===== src/rtl/uart_pkg.sv =====
// Shared UART definitions: receiver state encoding and default frame geometry.
package uart_pkg;

  typedef enum logic [2:0] {
    ST_IDLE   = 3'd0,
    ST_START  = 3'd1,
    ST_DATA   = 3'd2,
    ST_PARITY = 3'd3,
    ST_STOP   = 3'd4
  } uart_state_e;

  localparam int DEFAULT_OVERSAMPLE = 16;
  localparam int DEFAULT_DATA_BITS  = 8;

endpackage


===== src/rtl/uart_rx_sync.sv =====
// Multi-flop synchronizer for an asynchronous input; flops reset to 1 (idle line level).
module uart_rx_sync #(
  parameter int SYNC_STAGES = 2
) (
  input  logic clk,
  input  logic rst,
  input  logic i_async,
  output logic o_sync
);

  logic [SYNC_STAGES-1:0] r_chain;

  // NOTE: resetting to 1 keeps a reset from ever looking like a start bit.
  always_ff @(posedge clk) begin
    if (rst) begin
      r_chain <= '1;
    end else begin
      r_chain <= {r_chain[SYNC_STAGES-2:0], i_async};
    end
  end

  assign o_sync = r_chain[SYNC_STAGES-1];

endmodule


===== src/rtl/uart_rx.sv =====
// UART 8N1 receiver driven by an OVERSAMPLE x baud tick; samples each bit at its centre.
// Define UART_RX_PARITY_EN to add a parity bit before the stop bit and the parity_err output.
module uart_rx
  import uart_pkg::*;
#(
  parameter int DATA_BITS   = DEFAULT_DATA_BITS,
  parameter int OVERSAMPLE  = DEFAULT_OVERSAMPLE,
  parameter int SYNC_STAGES = 2
`ifdef UART_RX_PARITY_EN
  ,
  parameter bit PARITY_ODD  = 1'b0
`endif
) (
  input  logic                 clk,
  input  logic                 rst,
  input  logic                 sample_tick,
  input  logic                 rx,
  output logic [DATA_BITS-1:0] rx_data,
  output logic                 rx_valid,
  output logic                 frame_err,
`ifdef UART_RX_PARITY_EN
  output logic                 parity_err,
`endif
  output logic                 busy
);

  localparam int CNT_W = $clog2(OVERSAMPLE);
  localparam int IDX_W = (DATA_BITS > 1) ? $clog2(DATA_BITS) : 1;
  localparam logic [CNT_W-1:0] MID_START = CNT_W'(OVERSAMPLE / 2 - 1);
  localparam logic [CNT_W-1:0] MID_BIT   = CNT_W'(OVERSAMPLE - 1);
  localparam logic [IDX_W-1:0] LAST_IDX  = IDX_W'(DATA_BITS - 1);

  uart_state_e          r_state;
  uart_state_e          w_state_next;
  logic [CNT_W-1:0]     r_tick_cnt;
  logic [IDX_W-1:0]     r_bit_idx;
  logic [DATA_BITS-1:0] r_shift;
  logic                 w_rx_s;
  logic                 w_start_mid;
  logic                 w_bit_mid;
`ifdef UART_RX_PARITY_EN
  logic                 r_par_err;
`endif

  uart_rx_sync #(
    .SYNC_STAGES(SYNC_STAGES)
  ) u_sync (
    .clk    (clk),
    .rst    (rst),
    .i_async(rx),
    .o_sync (w_rx_s)
  );

  assign w_start_mid = sample_tick && (r_tick_cnt == MID_START);
  assign w_bit_mid   = sample_tick && (r_tick_cnt == MID_BIT);
  assign busy        = (r_state != ST_IDLE);

  // NOTE: default first so every path assigns w_state_next and no latch is inferred.
  always_comb begin
    w_state_next = r_state;
    case (r_state)
      ST_IDLE:   if (!w_rx_s) w_state_next = ST_START;
      ST_START:  if (w_start_mid) w_state_next = w_rx_s ? ST_IDLE : ST_DATA;
      ST_DATA: begin
        if (w_bit_mid && (r_bit_idx == LAST_IDX)) begin
`ifdef UART_RX_PARITY_EN
          w_state_next = ST_PARITY;
`else
          w_state_next = ST_STOP;
`endif
        end
      end
`ifdef UART_RX_PARITY_EN
      ST_PARITY: if (w_bit_mid) w_state_next = ST_STOP;
`endif
      ST_STOP:   if (w_bit_mid) w_state_next = ST_IDLE;
      default:   w_state_next = ST_IDLE;
    endcase
  end

  // NOTE: non-blocking throughout, so every read below sees the pre-edge value.
  always_ff @(posedge clk) begin
    if (rst) begin
      r_state    <= ST_IDLE;
      r_tick_cnt <= '0;
      r_bit_idx  <= '0;
      r_shift    <= '0;
      rx_data    <= '0;
      rx_valid   <= 1'b0;
      frame_err  <= 1'b0;
`ifdef UART_RX_PARITY_EN
      r_par_err  <= 1'b0;
      parity_err <= 1'b0;
`endif
    end else begin
      r_state  <= w_state_next;
      rx_valid <= 1'b0;

      // Counter restarts on any state change and at each mid-bit sample.
      if ((w_state_next != r_state) || w_bit_mid) begin
        r_tick_cnt <= '0;
      end else if (sample_tick && (r_state != ST_IDLE)) begin
        r_tick_cnt <= r_tick_cnt + CNT_W'(1);
      end

      if ((r_state == ST_START) && w_start_mid) begin
        r_bit_idx <= '0;
      end

      if ((r_state == ST_DATA) && w_bit_mid) begin
        r_shift   <= {w_rx_s, r_shift[DATA_BITS-1:1]};
        r_bit_idx <= r_bit_idx + IDX_W'(1);
      end

`ifdef UART_RX_PARITY_EN
      if ((r_state == ST_PARITY) && w_bit_mid) begin
        r_par_err <= (^r_shift) ^ w_rx_s ^ PARITY_ODD;
      end
`endif

      if ((r_state == ST_STOP) && w_bit_mid) begin
        rx_data    <= r_shift;
        frame_err  <= ~w_rx_s;
        rx_valid   <= 1'b1;
`ifdef UART_RX_PARITY_EN
        parity_err <= r_par_err;
`endif
      end
    end
  end

endmodule


===== config.mk =====
export PLATFORM = sky130hd
export DESIGN_NAME = uart_rx
export DESIGN_NICKNAME = d
export VERILOG_FILES = /design/src/rtl/uart_pkg.sv /design/src/rtl/uart_rx_sync.sv /design/src/rtl/uart_rx.sv
export SDC_FILE = /design/constraint.sdc
export NUM_CORES = 1
export LEC_CHECK = 0
export CAP_MARGIN = 20
export CELL_PAD_IN_SITES_DETAIL_PLACEMENT = 0
export CELL_PAD_IN_SITES_GLOBAL_PLACEMENT = 1
export CORE_MARGIN = 2
export CORE_UTILIZATION = 44
export DETAILED_ROUTE_END_ITERATION = 10
export GPL_ROUTABILITY_DRIVEN = 0
export GPL_TIMING_DRIVEN = 1
export HOLD_SLACK_MARGIN = 0.06
export PLACE_DENSITY_LB_ADDON = 0.05
export SETUP_SLACK_MARGIN = 0.2
export SLEW_MARGIN = 20
export SYNTH_ARGS = -nofsm -noshare
export SYNTH_HDL_FRONTEND = slang
export SYNTH_SLANG_ARGS = --single-unit

===== constraint.sdc =====
create_clock -name clk -period 3.3 [get_ports clk]
set_clock_uncertainty 0.2 [all_clocks]
set_input_delay 0.66 -clock clk [delete_from_list [all_inputs] [get_ports clk]]
set_output_delay 0.66 -clock clk [all_outputs]
set_load 0.01 [all_outputs]

# Word level (Yosys, flattened, before mapping)
# Index checks and enable logic that the tools add are counted.
[totals]
elab_cells = 39
output_inout_bits = 11
in_bits = 4
regBits = 30
[op_classes]
muxes = 9
n_reduce_logical = 12
n_bitwise = 1
add_sub_neg = 2
n_eq_ne = 7
[ops]
columns = ["op", "n"]
rows = [
  ["two-way mux 3 bit", 6],
  ["case mux 3 bit (4 select lines)", 1],
  ["logical AND 1 bit", 7],
  ["== test 3 bit, second input constant", 2],
  ["adder 4 x 1 -> 4 bit, second input constant", 1],
  ["== test 4 x 3 -> 1 bit, second input constant", 1],
  ["== test 4 bit, second input constant", 1],
  ["adder 3 x 1 -> 3 bit, second input constant", 1],
  ["== test 3 x 1 -> 1 bit, second input constant", 1],
  ["== test 3 x 2 -> 1 bit, second input constant", 1],
  ["zero test 3 bit", 1],
  ["inequality test 3 bit", 1],
  ["nonzero test 3 bit", 1],
  ["two-way mux 2 bit", 1],
  ["nonzero test 2 bit", 1],
  ["OR reduction 2 bit", 1],
  ["logical OR 1 bit", 1],
  ["two-way mux 1 bit", 1],
  ["inverter 1 bit", 1],
]

# Logic depth before layout (Yosys ltp)
# Gate-level depths: netlist (run 1).
[logic_depth]
word_depth = 8
ltp_mapped = 5
mapped_depth_nobuf = 4

# Modules after synthesis
# Synthesis (run 1) repeated with hierarchy kept, for this count alone.
[hier_totals]
hier_cells = 148
area_unflattened_um2 = 1321.3
[modules_own_cells]
columns = ["module", "instances", "area_each_um2", "cells_per_inst"]
rows = [
  ["uart_rx", 1, 1268.7, 144],
  ["uart_rx_sync", 1, 52.6, 4],
]

# Worst setup path after synthesis (run 1)
# No wires, ideal clock.
[synth_timing]
path_type = "reg-to-output"
start = "register r_state[2]"
end = "output busy"
path_slack_ns = 1.577
path_stages_with_launch = 3
arrival_ns = 0.863
n_path_buf = 1
cell_sequence = "dfxtp_1 buf_2 or3_1"
[synth_via]
elab_chain_cells = 1
[synth_rtl]
columns = ["item", "line_no", "source"]
rows = [
  ["from (decl)", "uart_rx.sv:33", "uart_state_e r_state;"],
  ["from (signal assigned)", "uart_rx.sv:96", "r_state <= w_state_next;"],
  ["nonzero test 3 bit", "uart_rx.sv:56", "assign busy = (r_state != ST_IDLE);"],
  ["to (decl)", "uart_rx.sv:24", "output logic busy"],
]
# No other way between the ends.

# Worst setup path in the final report (run 1)
[layout_timing]
start = "register r_state[0]"
end = "output busy"
# The elaborated chain is that of the path after synthesis.

==> results of run 1 <==
placed cells by master (no fill, tap or decap), types with 2 or more instances in the layout:
master,instances
nor3b_4,2
buf_4,3
nand2b_1,2
nand3_1,18
ha_1,3
or4_1,2
o41ai_1,2
nor3_1,6
or3b_1,2
o21ai_1,10
inv_1,2
dfxtp_1,30
clkdlybuf4s50_1,14
or3_1,3
clkbuf_4,5
or2_2,2
nand4b_1,3
xor2_1,2
o21ai_0,9
a21oi_1,18
metrics by stage:
| stage | hold slack (ns) | instance area [um2] | setup slack, ns | total power (uW) | utilization [%] |
|---|---|---|---|---|---|
| 2_1_floorplan | 0.189 | 1320 | 1.58 | 388 | - |
| 3_3_place_gp | 0.201 | 1470 | 0.911 | 396 | 52.2 |
| 3_5_place_dp | 0.203 | 1470 | 0.880 | 397 | 52.2 |
| 4_1_cts | 0.225 | 1530 | 0.729 | 628 | 54.4 |
| 5_1_grt | 0.243 | 1530 | 0.647 | 645 | 54.4 |
| 6_report | 0.220 | 1530 | 0.759 | 618 | 54.4 |
power by group through the flow:
| stage | registers, uW | clock network [uW] | logic, uW |
|---|---|---|---|
| 2_1_floorplan | 374 | 0 | 14.2 |
| 3_3_place_gp | 376 | 0 | 20.0 |
| 3_5_place_dp | 376 | 0 | 20.3 |
| 4_1_cts | 368 | 239 | 20.3 |
| 5_1_grt | 369 | 255 | 22.1 |
| 6_report | 368 | 230 | 20.2 |
worst max-delay path: stages, from the launching register on:
cell and delay, ns:
dfxtp_1 0.64, or3_1 0.18, clkdlybuf4s50_1 0.53
metal layers:
metal / part of all wire (%) / up-vias / track usage (%)
met5: 0 / - / 0
met4: 2.6 / 0 / 10.7
met3: 4.6 / 7 / 5.27
met2: 47 / 26 / 27.0
met1: 46 / 516 / 21.6
li1: - / 565 / -
worst min-delay path by stage:
stage	startpoint	endpoint	slack, ns	cells after the start
floorplan	u_sync.r_chain[0]$_SDFF_PP1_	u_sync.r_chain[1]$_SDFF_PP1_	0.19	1
global placement	u_sync.r_chain[0]$_SDFF_PP1_	u_sync.r_chain[1]$_SDFF_PP1_	0.20	1
detailed placement	u_sync.r_chain[0]$_SDFF_PP1_	u_sync.r_chain[1]$_SDFF_PP1_	0.20	1
CTS	u_sync.r_chain[0]$_SDFF_PP1_	u_sync.r_chain[1]$_SDFF_PP1_	0.22	1
global route	u_sync.r_chain[0]$_SDFF_PP1_	u_sync.r_chain[1]$_SDFF_PP1_	0.24	1
finish	u_sync.r_chain[0]$_SDFF_PP1_	u_sync.r_chain[1]$_SDFF_PP1_	0.22	1
logic make-up after synthesis:
group                      share of synthesized area [%]
and+or+nand+nor                                     24.3
AOI/OAI and AO/OA                                   20.3
DFF                                                 45.4
buffers and inverters                               5.10
adders and majority gates                           2.84
xor gates and xnor gates                            1.32
muxes                                              0.756
layout make-up:
cell class | instances | area [um2] | area share, %
clock buffers | 7 | 55.1 | 3.61
multi-input cells | 101 | 656 | 43.0
well taps | 31 | 38.8 | 2.54
inverters | 2 | 7.51 | 0.492
clock inverters | 1 | 5.00 | 0.328
repair buffers | 17 | 163 | 10.7
flip-flops and latches | 30 | 601 | 39.4
registers in the layout (all words and copies together), names as in the netlist:
name and flops:
frame_err 1, r_bit_idx 3, r_shift 8, r_state 3
r_tick_cnt 4, rx_data 8, rx_valid 1, u_sync.r_chain 2
==> metrics.md, run 1 <==
| Metric | Value |
|---|---|
| Slew HR | 66.4% |
| Row count | 19 |
| Failing checks | DRC |
| R2R Path Start | r_state[1]$_SDFF_PP0_ |
| Crit path capture type | primary output |
| Drt drc | 1 |
| Startpoint class of the critical path | flop |
| Sw Pwr | 142 uW |
| Unrepaired setup endpoints after global routing | false |
| Clock Power Share | 37.2% |
| Tightest Pin Transition | 0.504 ns |
| H-tree levels | 2 |
| Async set or reset register ratio after synthesis | 0% |
| Register area share after synthesis | 45.4% |
| Most used DFF post-synth | dfxtp_1 |
| Post-Syn Area | 0.00132 mm2 |
| Die area | 0.00346 mm2 |
| Post-CTS setup buffer count | 0 |
| Final hold vios | 0 |
| Initial antenna violation count | 0 |
| First-pass detailed-route iteration total | 7 |
| Routed Antenna Nets | 0 |
| Worst-path clk slew | 0.09 ns |
| Max VDD drop | 0.209 mV |
| Dominant cell type by area after synthesis | dfxtp_1 |
| Worst-Skew Late Latency | 0.33 ns |
| Tightest Hold Check Type | reg2reg |
| Clock root buffer | clkbuf_4 |
| F_max | 394 MHz |
| GRT Residual Overflow | 0 |
| Power Dens Cells | 405 mW/mm2 |
| Die Wd | 58.9 um |
| Syn nets | 152 |
| Via Count | 1114 |
| Post-CTS resize count | 0 |
| Avg Synthesized Cell Area | 9.13 um2 |
| Area delta synth->final | 15.2% |
| Post-Layout Cell Count | 189 |
| Post-synth EDFFs | 0 |
| Combinational power share | 3.3% |
| Ports | 15 |
| 1st-iter DRT viols | 47 |
| Placed cells | 181 |
| Nets | 164 |
| Maxcap violations | 0 |
| TNS Setup | 0 ns |
| Largest net degree at the start of global routing | 24 |
| Crit path arrival time | 1.68 ns |
| Area share of the largest cell type after synthesis | 45.4% |
| Critical path peak fanout | 13 |
| Leak | 0.000505 uW |
| Hold_buf cts | 0 |
| First-pass GRT wire length | 4470 um |
| CTS tree | yes |
| Crit path from | r_state[0]$_SDFF_PP0_ |
| Worst R2R Path Depth | 3 |
| Synth Warn # | 0 |
| Worst r2r dst | r_bit_idx[0]$_SDFFE_PP0P_ |
| Sw frac | 22.9% |
| Die height | 58.9 um |
| Min Tclk post-route | 2.54 ns |
| Port buffer count | 14 |
| Share of power burned in registers | 59.5% |
| Cell with the most instances after synthesis | dfxtp_1 |
| Critical path endpoint | busy |
| Core ar. | 0.00281 mm2 |
| Synth Register Bits | 30 |
| Status | finished with violations |
| Synth Instances | 145 |
| Mean routed wirelength per cell | 13.8 um |
| Clock sink total | 30 |
| Drt total wl | 2620 um |
| Setup violators final | 0 |
| Tcrit/Tclk final | 77.0% |
| Most instantiated cells after synthesis | 30 x dfxtp_1, 18 x a21oi_1, 18 x nand3_1 |
| Cell variety after synth | 37 |
| Vias in the first global route | 993 |
| Share of cells above drive strength 1 | 10.8% |
| Vias per cell | 5.89 |
| Synth top area cells | dfxtp_1 45%, a21oi_1 6.8%, nand3_1 6.8%, o21ai_1 3.8%, o21ai_0 3.4% |
| Setup CP Type | reg2out |
| Final Max Slew Viols | 0 |
| Detail Placement HPWL | 1730 um |
| Worst-case clock buffer depth | 2 |
| GRT Overall Usage | 17.6% |
| CTS Buf Count | 5 |
| Ant. Diodes | 0 |
| Starting Density | 47.2% |
| Fillers | 265 |
| Required time worst endpoint | 2.44 ns |
| Worst R2R Setup Slack | 1.36 ns |
| Internal power | 477 uW |
Note: power is estimated with default switching activity, not from simulation.
==> inputs of run 2 (changes only) <==
--- a/config.mk
+++ b/config.mk
@@ -9,7 +9,7 @@
 export CELL_PAD_IN_SITES_DETAIL_PLACEMENT = 0
 export CELL_PAD_IN_SITES_GLOBAL_PLACEMENT = 1
 export CORE_MARGIN = 2
-export CORE_UTILIZATION = 44
+export CORE_UTILIZATION = 41
 export DETAILED_ROUTE_END_ITERATION = 10
 export GPL_ROUTABILITY_DRIVEN = 0
 export GPL_TIMING_DRIVEN = 1
==> constraint.sdc (replaced) <==
create_clock -name clk -period 2.6 [get_ports clk]
set_clock_uncertainty 0.2 [all_clocks]
set_input_delay 0.52 -clock clk [delete_from_list [all_inputs] [get_ports clk]]
set_output_delay 0.52 -clock clk [all_outputs]
set_load 0.01 [all_outputs]
==> run 2 against run 1 <==
The flow now finishes without violations. Wire length up 4.9%. Non-clock buffer count increased by 2. Flip-flop and latch count is the same. Cell count increased by 7.4%. Setup slack worse by 0.46 ns. Die area up 6.8%. Power grew 21%. Clock power is 11% higher. Critical endpoint unchanged. Highest routed layer unchanged.
==> metrics.md, run 2 (synthesis results as in run 1) <==
| Metric | Value |
|---|---|
| Row count | 20 (+1) |
| Required time worst endpoint | 1.88 ns (-0.56 ns) |
| Post-CTS setup buffer count | 0 (unchanged) |
| Top Layer Used | met4 |
| Starting Density | 43.4% (-3.8 points) |
| First-pass GRT wire length | 4590 um (+2.6%) |
| DR WL met3 | 115 um (-5.0%) |
| Final Max Slew Viols | 0 (unchanged) |
| Critical path peak fanout | 12 (-1) |
| CTS tree | yes |
| Initial antenna violation count | 0 (unchanged) |
| Die Wd | 60.8 um (+3.3%) |
| Ports | 15 (unchanged) |
| Port buffer count | 14 (unchanged) |
| TNS Setup | 0 ns (unchanged) |
| Die area | 0.00370 mm2 (+6.8%) |
| 1st-iter DRT viols | 71 (+51%) |
| Clock sink total | 30 (unchanged) |
| Post-place setup slack | 0.270 ns (-0.610 ns) |
| Placed cells | 196 (+8.3%) |
| Tightest Pin Transition | 0.441 ns (-0.0621 ns) |
| Drt total wl | 2750 um (+4.9%) |
| Worst-path clk slew | 0.09 ns (about the same) |
| Share of cells above drive strength 1 | 13.2% (+2.4 points) |
| Routed Antenna Nets | 0 (unchanged) |
| Worst-case clock buffer depth | 2 (unchanged) |
| GRT Overall Usage | 17.3% (-0.24 points) |
| Vias in the first global route | 1026 (+3.3%) |
| Leak | 0.000511 uW (+1.2%) |
| Maxcap violations | 0 (unchanged) |
| Crit path arrival time | 1.58 ns (-0.10 ns) |
| Min Tclk post-route | 2.30 ns |
| Drt drc | 0 (-1) |
| Unrepaired setup endpoints after global routing | false |
| R2R Path Start | r_state[0]$_SDFF_PP0_ |
| GRT Residual Overflow | 0 (unchanged) |
| Crit path from | r_state[1]$_SDFF_PP0_ |
| Setup violators final | 0 (unchanged) |
| Final hold vios | 0 (unchanged) |
| Ant. Diodes | 0 (unchanged) |
| Max VDD drop | 0.212 mV (+1.7%) |
| Hold_buf cts | 0 (unchanged) |
| Largest net degree at the start of global routing | 26 (+8.3%) |
| Commonest non-fill, non-tap cell in the layout | dfxtp_1 |
| Top flop regs | r_shift x8, rx_data x8, r_tick_cnt x4 |
| Die height | 60.8 um (+3.3%) |
| Core ar. | 0.00305 mm2 (+8.8%) |
| Clock root buffer | clkbuf_4 |
| CTS Buf Count | 5 (unchanged) |
| Setup CP Type | reg2out |
| Detail Placement HPWL | 1910 um (+10%) |
| Area delta synth->final | 16.8% |
| Via Count | 1103 (-0.99%) |
| Worst-Skew Late Latency | 0.33 ns (about the same) |
| First-pass detailed-route iteration total | 4 (-3) |
| H-tree levels | 2 (unchanged) |
| Met1 WL | 1250 um (+4.3%) |
| Slew HR | 70.5% (+4.2 points) |
| Post-Layout Cell Count | 203 (+7.4%) |
| Final worst slack | 0.299 ns (-0.460 ns) |
| Mean routed wirelength per cell | 13.5 um (-2.3%) |
| Startpoint class of the critical path | flop |
| Crit path capture type | primary output |
| Nets | 166 (+1.2%) |
| Hold Crit Start | u_sync.r_chain[0]$_SDFF_PP1_ |
| F_max | 435 MHz |
| Power Dens Cells | 485 mW/mm2 (+20%) |
| Tcrit/Tclk final | 88.5% |
| Vias per cell | 5.43 (-7.8%) |
| Most frequent cells in the layout | 28 x dfxtp_1, 18 x nand3_1, 18 x a21oi_1, 14 x clkdlybuf4s50_1, 10 x o21ai_1 |
| Met2 Wirelength | 1300 um (+5.9%) |
| Tightest Hold Check Type | reg2reg |
| Status | finished, final reports clean |
[run 2: worst paths after layout]
| kind | cells after the start | slack (ns) | endpoint |
|---|---|---|---|
| worst min-delay path | 1 | 0.22 | u_sync.r_chain[1]$_SDFF_PP1_ |
| worst min register to register | 1 | 0.22 | u_sync.r_chain[1]$_SDFF_PP1_ |
| worst max register to register | 4 | 0.79 | r_bit_idx[0]$_SDFFE_PP0P_ |
| worst max-delay path | 2 | 0.30 | busy |
[run 2: per-layer routing]
metal / vias up / global-route usage [%]
li1: 566 / -
met1: 508 / 20.7
met2: 20 / 27.0
met3: 9 / 6.40
met4: 0 / 9.63
met5: - / 0
[run 2: area by class of cell]
cell class	instances	area (um2)
Clock inverter	2	10.0
Timing Repair Buffer	19	178
Fill cell	324	1510
Tap cell	44	55.1
Inverter	2	7.51
Clock buffer	5	37.5
Sequential cell	30	603
Multi-Input combinational cell	101	656
[run 2: power by group]
group,internal (uW),switching (uW)
logic,13.1,16.9
clock network,96.9,159
registers,462,2.07
total,572,178
[run 2: timing repair]
action | in CTS | in global routing
resized for setup | 1 | 1
cloned | 0 | 0
endpoints found under the setup margin | 1 | 1
pin swaps | 0 | 0
endpoints found under the hold margin | 0 | 0
[run 2: per-stage QoR]
step                utilization (%)  area (um2)  hold WS (ns)  total power [uW]
floorplan                         -        1320         0.189               492
global placement               49.0        1500         0.197               504
detailed placement             49.0        1500         0.199               505
CTS                            50.6        1550         0.225               765
global route                   50.7        1550         0.237               785
finish                         50.7        1550         0.221               750
[run 2: critical path, cell delays in order, from the launching register on]
cell	delay, ns
dfxtp_2	0.39
or3_1	0.38
clkdlybuf4s50_1	0.48
==> inputs of run 3 (changes only) <==
--- a/config.mk
+++ b/config.mk
@@ -5,7 +5,6 @@
 export SDC_FILE = /design/constraint.sdc
 export NUM_CORES = 1
 export LEC_CHECK = 0
-export CAP_MARGIN = 20
 export CELL_PAD_IN_SITES_DETAIL_PLACEMENT = 0
 export CELL_PAD_IN_SITES_GLOBAL_PLACEMENT = 1
 export CORE_MARGIN = 2
@@ -14,7 +13,7 @@
 export GPL_ROUTABILITY_DRIVEN = 0
 export GPL_TIMING_DRIVEN = 1
 export HOLD_SLACK_MARGIN = 0.06
-export PLACE_DENSITY_LB_ADDON = 0.05
+export PLACE_DENSITY_LB_ADDON = 0.25
 export SETUP_SLACK_MARGIN = 0.2
 export SLEW_MARGIN = 20
 export SYNTH_ARGS = -nofsm -noshare
==> run 3 against run 2 <==
Largest cell class unchanged. Critical path type unchanged. Fmax is 0.96% higher. Flip-flop and latch count stayed put. Critical path depth stayed put. Largest power group unchanged.
==> metrics.md, run 3 (synthesis results as in run 1) <==
| Metric | Value |
|---|---|
| Die height | 60.8 um (unchanged) |
| Leak | 0.000501 uW (-2.0%) |
| Tcrit/Tclk final | 87.6% (-0.85 points) |
| Die area | 0.00370 mm2 (unchanged) |
| Setup CP Type | reg2out |
| H-tree levels | 2 (unchanged) |
| GRT Residual Overflow | 0 (unchanged) |
| Largest net degree at the start of global routing | 23 (-12%) |
| First-pass detailed-route iteration total | 4 (unchanged) |
| Commonest non-fill, non-tap cell in the layout | dfxtp_1 |
| Sw Pwr | 163 uW (-8.5%) |
| Clock Power Share | 33.3% (-0.9 points) |
| 1st-iter DRT viols | 27 (-62%) |
| Nets | 165 (-0.60%) |
| Crit path arrival time | 1.56 ns (-0.02 ns) |
| Clock root buffer | clkbuf_4 |
| Top flop regs | r_shift x8, rx_data x8, r_tick_cnt x4 |
| Layout Utilization | 50.4% (-0.29 points) |
| Startpoint class of the critical path | flop |
| Buf+Inv Stages, Crit Path | 1 (unchanged) |
| Clock sink total | 30 (unchanged) |
| Drt total wl | 2610 um (-4.9%) |
| Critical path peak fanout | 12 (unchanged) |
| Worst-Skew Late Latency | 0.32 ns (about the same) |
| Port buffer count | 14 (unchanged) |
| Routed Antenna Nets | 0 (unchanged) |
| Fillers | 310 (-4.3%) |
| Area delta synth->final | 16.2% |
| Via Count | 1102 (-0.091%) |
| Worst-case clock buffer depth | 2 (unchanged) |
| Status | finished, final reports clean |
| Setup violators final | 0 (unchanged) |
| Required time worst endpoint | 1.88 ns (about the same) |
| Top Layer Used | met4 |
| Final Max Slew Viols | 0 (unchanged) |
| Ant. Diodes | 0 (unchanged) |
| TNS Setup | 0 ns (unchanged) |
| Final Cell Area | 0.00154 mm2 (-0.57%) |
| Post-Layout Cell Count | 202 (-0.49%) |
| Vias in the first global route | 925 (-9.8%) |
| Crit path capture type | primary output |
| CTS tree | yes |
| Min Tclk post-route | 2.28 ns (-0.0220 ns) |
| Crit path largest cell delay | 0.48 ns (about the same) |
| Placed cells | 195 (-0.51%) |
| Worst-path clk slew | 0.08 ns (about the same) |
| CTS Buf Count | 5 (unchanged) |
| Hold Slack | 0.224 ns (+0.00226 ns) |
| Power Dens Cells | 481 mW/mm2 (-0.96%) |
| Mean routed wirelength per cell | 12.9 um (-4.4%) |
| Max VDD drop | 0.272 mV (+28%) |
| Tightest Pin Transition | 0.460 ns (+0.0186 ns) |
| Critical Path Slowest Stage Cell | clkdlybuf4s50_1 |
| F_max | 439 MHz (+0.96%) |
| Sw frac | 22.1% (-1.7 points) |
| Ports | 15 (unchanged) |
| Hold_buf cts | 0 (unchanged) |
| Area after DPL | 0.00149 mm2 (-0.50%) |
| Post-CTS resize count | 0 (-1) |
| Share of power burned in registers | 63.2% (+1.4 points) |
| Met2 Wirelength | 1130 um (-14%) |
| Tightest Hold Check Type | reg2reg |
| Final hold vios | 0 (unchanged) |
| Die Wd | 60.8 um (unchanged) |
| Internal power | 576 uW (+0.68%) |
| Most frequent cells in the layout | 27 x dfxtp_1, 18 x nand3_1, 18 x a21oi_1, 14 x clkdlybuf4s50_1, 10 x o21ai_1 |
| Crit-path cells | or3_1 -> clkdlybuf4s50_1 |
| Met1 WL | 1340 um (+7.3%) |
| Unrepaired setup endpoints after global routing | false |
| Post-CTS setup buffer count | 0 (unchanged) |
| Share of cells above drive strength 1 | 12.0% (-1.2 points) |
| DR WL met3 | 103 um (-10%) |
| Starting Density | 43.4% (unchanged) |
| Core ar. | 0.00305 mm2 (unchanged) |
| Row count | 20 (unchanged) |
| Detail Placement HPWL | 1780 um (-7.2%) |
| Vias per cell | 5.46 (+0.40%) |
| First-pass GRT wire length | 4280 um (-6.8%) |
| Slew HR | 69.3% (-1.2 points) |
| Initial antenna violation count | 0 (unchanged) |
| Maxcap violations | 0 (unchanged) |
| Combinational power share | 3.5% (-0.5 points) |
| CP top delay family | buffers and inverters |
| Drt drc | 0 (unchanged) |
| GRT Overall Usage | 16.2% (-1.1 points) |
## run 3: changes by cell type in the layout (fill, tap and decap cells not counted), sizes merged
cell    before  now
clkinv       2    0
buf          5    4
clkbuf       5    7
## run 3: worst reg2reg max path, stage by stage, from the launching register on
cell	delay (ns)
dfxtp_2	0.45
or3b_1	0.55
or4_1	0.46
o31ai_1	0.08
## run 3: final cells by class
type                    count  area [um2]  share of cell area, %
multi-input cells         101         656                   42.6
flip-flops and latches     30         604                   39.3
repair buffers             18         170                   11.1
well taps                  44        55.1                   3.58
clock buffers               7        45.0                   2.93
inverters                   2        7.51                  0.488
## run 3: path summary, 6_finish.rpt
path | start | endpoint | slack (ns) | cells after the start
worst max-delay path | r_state[1]$_SDFF_PP0_ | busy | 0.32 | 2
worst min-delay path | u_sync.r_chain[0]$_SDFF_PP1_ | u_sync.r_chain[1]$_SDFF_PP1_ | 0.22 | 1
worst max register to register | r_state[1]$_SDFF_PP0_ | r_bit_idx[0]$_SDFFE_PP0P_ | 0.78 | 3
worst min register to register | u_sync.r_chain[0]$_SDFF_PP1_ | u_sync.r_chain[1]$_SDFF_PP1_ | 0.22 | 1
## run 3: through the flow
step                      total power (uW)  setup slack [ns]
after floorplan                        492              1.02
after global placement                 503             0.372
after detailed placement               504             0.315
after CTS                              749             0.214
after global routing                   770             0.258
final                                  739             0.321
## run 3: per-layer routing
layer / GRT usage, % / up-vias
met3: 7.04 / 7
met2: 23.5 / 13
met4: 5.59 / 0
li1: - / 572
met1: 21.7 / 510
met5: 0 / -
## run 3: power by group through the flow
| stage | Combinational [uW] | Sequential (uW) | Clock, uW |
|---|---|---|---|
| 6_report | 25.7 | 467 | 246 |
| 5_1_grt | 28.1 | 468 | 274 |
| 4_1_cts | 26.0 | 467 | 256 |
| 2_1_floorplan | 18.0 | 474 | 0 |
| 3_3_place_gp | 25.3 | 478 | 0 |
| 3_5_place_dp | 26.0 | 478 | 0 |
